## src/rtl/div.sv

```systemverilog
// Multi-cycle radix-2 restoring divider for DIV/DIVU.
// Result is {remainder, quotient} for the HI/LO write-back path.
module div (
  input  logic        clk,
  input  logic        rst,
  input  logic        signed_div_i,
  input  logic [31:0] opdata1_i,
  input  logic [31:0] opdata2_i,
  input  logic        start_i,
  input  logic        annul_i,
  output logic [63:0] result_o,
  output logic        ready_o
);

  localparam logic [1:0] S_FREE   = 2'b00;
  localparam logic [1:0] S_BYZERO = 2'b01;
  localparam logic [1:0] S_ON     = 2'b10;
  localparam logic [1:0] S_END    = 2'b11;

  logic [1:0]  state_q, state_d;
  logic [5:0]  cnt_q, cnt_d;
  logic [31:0] rem_q, rem_d;
  logic [31:0] quo_q, quo_d;
  logic [31:0] dvsr_q, dvsr_d;
  logic        neg1_q, neg1_d;
  logic        neg2_q, neg2_d;
  logic [63:0] result_q, result_d;
  logic        ready_q, ready_d;

  logic [31:0] op1_abs;
  logic [31:0] op2_abs;
  logic        op1_neg;
  logic        op2_neg;
  logic [32:0] shifted;
  logic [33:0] diff;
  logic        borrow;
  logic [31:0] quo_fix;
  logic [31:0] rem_fix;

  assign op1_neg = signed_div_i & opdata1_i[31];
  assign op2_neg = signed_div_i & opdata2_i[31];
  assign op1_abs = op1_neg ? (~opdata1_i + 32'd1) : opdata1_i;
  assign op2_abs = op2_neg ? (~opdata2_i + 32'd1) : opdata2_i;

  // The shifted remainder can reach 33 bits for large divisors,
  // so the trial subtract keeps one extra bit for the borrow.
  assign shifted = {rem_q, quo_q[31]};
  assign diff    = {1'b0, shifted} - {2'b00, dvsr_q};
  assign borrow  = diff[33];

  assign quo_fix = (neg1_q ^ neg2_q) ? (~quo_q + 32'd1) : quo_q;
  assign rem_fix = neg1_q ? (~rem_q + 32'd1) : rem_q;

  always_comb begin
    state_d  = state_q;
    cnt_d    = cnt_q;
    rem_d    = rem_q;
    quo_d    = quo_q;
    dvsr_d   = dvsr_q;
    neg1_d   = neg1_q;
    neg2_d   = neg2_q;
    result_d = result_q;
    ready_d  = ready_q;
    unique case (state_q)
      S_FREE: begin
        ready_d  = 1'b0;
        result_d = 64'd0;
        if (start_i && !annul_i) begin
          if (opdata2_i == 32'd0) begin
            state_d = S_BYZERO;
          end else begin
            state_d = S_ON;
            cnt_d   = 6'd0;
            rem_d   = 32'd0;
            quo_d   = op1_abs;
            dvsr_d  = op2_abs;
            neg1_d  = op1_neg;
            neg2_d  = op2_neg;
          end
        end
      end
      S_BYZERO: begin
        if (annul_i) begin
          state_d  = S_FREE;
          ready_d  = 1'b0;
          result_d = 64'd0;
        end else begin
          state_d  = S_END;
          ready_d  = 1'b1;
          result_d = 64'd0;
        end
      end
      S_ON: begin
        if (annul_i) begin
          state_d  = S_FREE;
          ready_d  = 1'b0;
          result_d = 64'd0;
          cnt_d    = 6'd0;
        end else if (cnt_q != 6'd32) begin
          cnt_d = cnt_q + 6'd1;
          quo_d = {quo_q[30:0], ~borrow};
          rem_d = borrow ? shifted[31:0] : diff[31:0];
        end else begin
          state_d  = S_END;
          cnt_d    = 6'd0;
          ready_d  = 1'b1;
          result_d = {rem_fix, quo_fix};
        end
      end
      S_END: begin
        if (!start_i) begin
          state_d  = S_FREE;
          ready_d  = 1'b0;
          result_d = 64'd0;
        end
      end
      default: begin
        state_d  = S_FREE;
        ready_d  = 1'b0;
        result_d = 64'd0;
      end
    endcase
  end

  always_ff @(posedge clk) begin
    if (rst) begin
      state_q  <= S_FREE;
      cnt_q    <= 6'd0;
      rem_q    <= 32'd0;
      quo_q    <= 32'd0;
      dvsr_q   <= 32'd0;
      neg1_q   <= 1'b0;
      neg2_q   <= 1'b0;
      result_q <= 64'd0;
      ready_q  <= 1'b0;
    end else begin
      state_q  <= state_d;
      cnt_q    <= cnt_d;
      rem_q    <= rem_d;
      quo_q    <= quo_d;
      dvsr_q   <= dvsr_d;
      neg1_q   <= neg1_d;
      neg2_q   <= neg2_d;
      result_q <= result_d;
      ready_q  <= ready_d;
    end
  end

  assign result_o = result_q;
  assign ready_o  = ready_q;

endmodule

```

## config.mk

```make
export PLATFORM = sky130hd
export DESIGN_NAME = div
export DESIGN_NICKNAME = d
export VERILOG_FILES = /design/src/rtl/div.sv
export SDC_FILE = /design/constraint.sdc
export NUM_CORES = 1
export LEC_CHECK = 0
export CAP_MARGIN = 20
export CORE_MARGIN = 2
export CORE_UTILIZATION = 40
export DETAILED_ROUTE_END_ITERATION = 16
export GPL_TIMING_DRIVEN = 1
export SETUP_SLACK_MARGIN = 0.05
export SYNTH_ARGS = -nofsm -noshare
export SYNTH_HDL_FRONTEND = slang
export SYNTH_SLANG_ARGS = --single-unit
```

## constraint.sdc

```tcl
create_clock -name clk -period 5.5 [get_ports clk]
set_clock_uncertainty 0.2 [all_clocks]
set_input_delay 0.55 -clock clk [delete_from_list [all_inputs] [get_ports clk]]
set_output_delay 0.55 -clock clk [all_outputs]
set_load 0.01 [all_outputs]
```

* After elaboration in Yosys (flattened, before gate mapping) *
Index checks and enable logic that the tools add are counted.
W data, S select, Z words.

operators by class
  reduce and logical (&&, ||, !) cells = 11
  bitwise gates (word level) = 9
  equal/unequal tests = 10
  mux-type cells = 36
  $add $sub $neg = 6

operator list
  operator                 count
  $mux W32                 13
  $mux W64                 3
  $pmux W64 S3             1
  $add A32 B1 Y32 const B  4
  $not A32 Y32             4
  $pmux W32 S2             2
  $sub A33 B32 Y34         1
  $logic_not A32 Y1        1
  $mux W6                  4
  $mux W2                  6
  $pmux W6 S2              1
  $ne A2 B2 Y1 const B     5
  $reduce_and A3 Y1        3
  $pmux W2 S4              1
  $add A6 B1 Y6 const B    1
  $ne A6 B6 Y1 const B     1
  $reduce_and A5 Y1        1
  $eq A2 B2 Y1 const B     2
  $mux W1                  4
  $pmux W1 S4              1
  $ne A3 B3 Y1 const B     1
  $and A1 B1 Y1            2
  $eq A2 B1 Y1 const B     1
  $logic_not A2 Y1         1
  7 further kinds          8

word-level totals
  bits of input ports = 69
  output and inout bits = 65
  logic and storage cells = 81
  bits in registers = 171

* Logic depth before layout (Yosys ltp) *
  depth after elaboration = 6
  depth in mapped cells = 12

* Worst setup path after synthesis *
OpenSTA, ideal clock, no wires.

  path kind = reg-to-reg
  start point = register rem_q[5]
  end point = register rem_q[10]
  required time = 5,180 ps
  slack = 2,483 ps
  arrival = 2,697 ps
  path buffers = 1
  cell stages (with the launch flop) = 11
  setup time = 120 ps
  cells stage by stage = dfxtp_1 ha_1 a21oi_1 o21ai_1 a21o_1 a2111oi_2 and4bb_1 nor4_4 buf_6 mux2i_1 o21ai_1

between the ends
  word-level cells in the longest chain between the ends = 5

ends and longest elaborated chain
  element                 RTL line  RTL
  start, declared         22        logic [31:0] rem_q, rem_d;
  start signal, assigned  139       rem_q <= rem_d;
  $sub A33 B32 Y34        48        assign diff = {1'b0, shifted} - {2'b00, dvsr_q};
  $mux W32                102       rem_d = borrow ? shifted[31:0] : diff[31:0];
  $mux W32                99        end else if (cnt_q != 6'd32) begin
  $mux W32                94        if (annul_i) begin
  $pmux W32 S2            64        unique case (state_q)

No other way between the ends. The select of a mux whose other input is x is not followed.
A chain may end at the register's enable or synchronous reset.

* Worst setup path in the final report *
  start point = input port opdata2_i[0]
  end point = register rem_q[13]

between the ends
  word-level cells in the longest chain between the ends = 3

ends and longest elaborated chain
  element                             RTL line  RTL
  start, declared                     8         input logic [31:0] opdata2_i,
  $logic_not A32 Y1                   69        if (opdata2_i == 32'd0) begin
  $ne A2 B2 Y1 (no source line)       --
  $reduce_and A5 Y1 (no source line)  --

No other way between the ends.

==> impl_metrics.ini <==
[cts]
cts.sinks = 171
clk_transition_reported_paths_ns = 0.07
cts_hold_buf = 0
cts_tree = yes
clock_latency_ns = 0.44
cts_buffers = 17
postCtsSetupBuffers = 0
cts.path.max_buffers = 2
cts_resized = 0
cts-root-buf = clkbuf_16
htree_levels = 4

[outcome]
outcome = finished, final reports clean

[finish]
final_core_util_pct = 48.11
nets = 1633
syn_to_final_growth_pct = 19.36
drive_above_1_share_pct = 5.085
antenna_cells = 0
design_area_mm2 = 0.01329

[timing]
rsz0062_at_grt = no
finalHoldViolCount = 0
max_slew.worst_pin.slew_ns = 1.005
setup-tns-final_ns = 0
fin_ws_ns = 1.593
finalSetupViolCount = 0
period_minus_slack_ns = 3.907
fmax_ghz = 0.2559
hold_slack_ns = 0.2666
finalMaxSlewViolations = 0
fin_crit_sh_pct = 71.04
slew-limit-headroom_pct = 32.55

[place]
dp_hpwl_um = 25120
io_buffers = 133
dpl_cell_area_mm2 = 0.01271
routabilityCongestion = 0.8632
dp_slack_ns = 1.139

[worst_hold_path]
hp-class = reg -> reg

[synth]
synth_nets = 1550
syn_inst = 1439
ys_seq_elements = 171
synth-async-reset-ratio_pct = 0
synth_top_area_share_pct = 30.74
yosysWarnings = 0
synth_top_flop_cell = dfxtp_1
synth_cell_type_count = 72
yosys.area.top_type = dfxtp_1
avgSynthCellArea_um2 = 7.739
synth_edf_count = 0
synth_area_leaders = dfxtp_1, xnor2_1, nand2_1, nor2_1, ha_1
netlist_area_mm2 = 0.01114
synth_seq_area_share_pct = 30.74

[detailed_routing]
avgRoutedWirePerCell_um = 17.12
viasPerCell = 5.480
dr.pass1.iters = 5
first_iter_violations = 811
ant_nets = 0
routed_wl_um = 32730
drc_errors = 0
vias = 10477

[critical_path]
crit_path_start_kind = input pin
crit_arrival_ns = 4.03
crit_required_ns = 5.63
crit_type = in -> reg
cp_max_fo = 40
worst_setup_path_end_kind = flip-flop

[global_routing]
grt_pass1_vias = 9753
overflow = 0
antenna_found_initial = 0
grt_pass1_wl_um = 52860
grt_max_degree = 72
grt.total_usage_pct = 22.88

[power_and_ir_drop]
leakage_uw = 0.005126
power_density_mw_per_mm2 = 237.5
vdd_ir_drop_max_mv = 0.2180

[job]
drv_cap = 0

[die]
die_x_um = 170.9
row_count = 61
core_area_mm2 = 0.02763
initial_utilization_pct = 40.31
die_h_um = 170.9
die_area_mm2 = 0.02919
pin_count = 134
-- where the power goes --
| part | total [µW] | internal (µW) | switching, µW |
|---|---|---|---|
| clock | 1180 | 634 | 546 |
| sequential | 1330 | 1280 | 53.7 |
| combinational | 642 | 263 | 379 |
-- metal layers --
layer	share of wire [%]	GRT usage (%)
met5	0	0
met4	1.9	6.227
met3	4.4	3.123
met2	44	35.68
met1	49	33.01
-- Yosys cell counts, drive strengths merged (7+ instances only) --
library cell	count
dfxtp	171
nand2	171
nor2	155
o21ai	109
a21oi	100
xnor2	87
clkbuf	70
inv	61
xor2	58
ha	41
a211oi	34
a22oi	31
mux2i	30
nor3	30
o31ai	27
a22o	22
nor4	22
nand3	21
or4	17
buf	16
o211ai	15
a31oi	13
or3	13
a21o	11
nor2b	11
o41ai	11
nand4	9
a32oi	8
and3	7
nand2b	7
o21a	7
or2	7
-- state kept, by name, indices dropped and copies added, names as in the netlist --
register  cells
cnt_q         6
dvsr_q       32
neg1_q        1
neg2_q        1
quo_q        32
ready_o       1
rem_q        32
result_o     64
state_q       2
-- metrics by stage --
step | power (µW) | instances
after detailed placement | 1998 | 1880
after global routing | 3331 | 1912
final | 3157 | 1912
after global placement | 1993 | 1879
after CTS | 3176 | 1911
after floorplan | 1794 | 1439
-- cell usage in the layout (no fill, tap or decap), drive strengths merged, types with 27 or more instances in the layout --
cell and instances:
nand2 171, dfxtp 171, nor2 155, clkdlybuf4s50 132, o21ai 109, a21oi 100
xnor2 87, inv 68, xor2 58, ha 41, a211oi 34, a22oi 31
mux2i 30, nor3 30, o31ai 27
-- logic make-up after synthesis --
logic type | after synthesis | synth area share (%)
compound gates | 413 | 24.10
buf+inv | 147 | 5.381
fa+ha+maj | 42 | 4.786
mux | 30 | 2.696
xor+xnor | 145 | 11.40
simple gates | 491 | 20.90
flops | 171 | 30.74
-- worst paths after layout --
| path | from | to | slack, ns | cells after the start |
|---|---|---|---|---|
| max reg2reg | state_q[0]$_SDFFE_PP0P_ | rem_q[31]$_SDFFE_PP0P_ | 1.85 | 12 |
| min | result_o[50]$_SDFFE_PP0P_ | result_o[50]$_SDFFE_PP0P_ | 0.27 | 2 |
| max | opdata2_i[0] | rem_q[13]$_SDFFE_PP0P_ | 1.59 | 12 |
| min reg2reg | result_o[50]$_SDFFE_PP0P_ | result_o[50]$_SDFFE_PP0P_ | 0.27 | 2 |
-- final cells by class --
class | count | area (µm²)
multi-input combinational | 1121 | 7131
sequential | 171 | 3423
inverter | 61 | 229.0
clock inverter | 13 | 131.4
clock buffer | 18 | 429.2
fill | 2748 | 14340
timing repair buffer | 150 | 1476
tap | 378 | 473.0
-- critical path, stage by stage --
cell	delay, ns
clkdlybuf4s50_1	0.44
inv_1	0.07
ha_1	0.15
or3b_2	0.54
nor4_4	0.45
nand3_2	0.23
o21a_1	0.24
buf_4	0.25
nand2_1	0.16
or2_1	0.51
buf_4	0.32
o21ai_1	0.10
No activity file was read; power rests on OpenSTA's default activity.
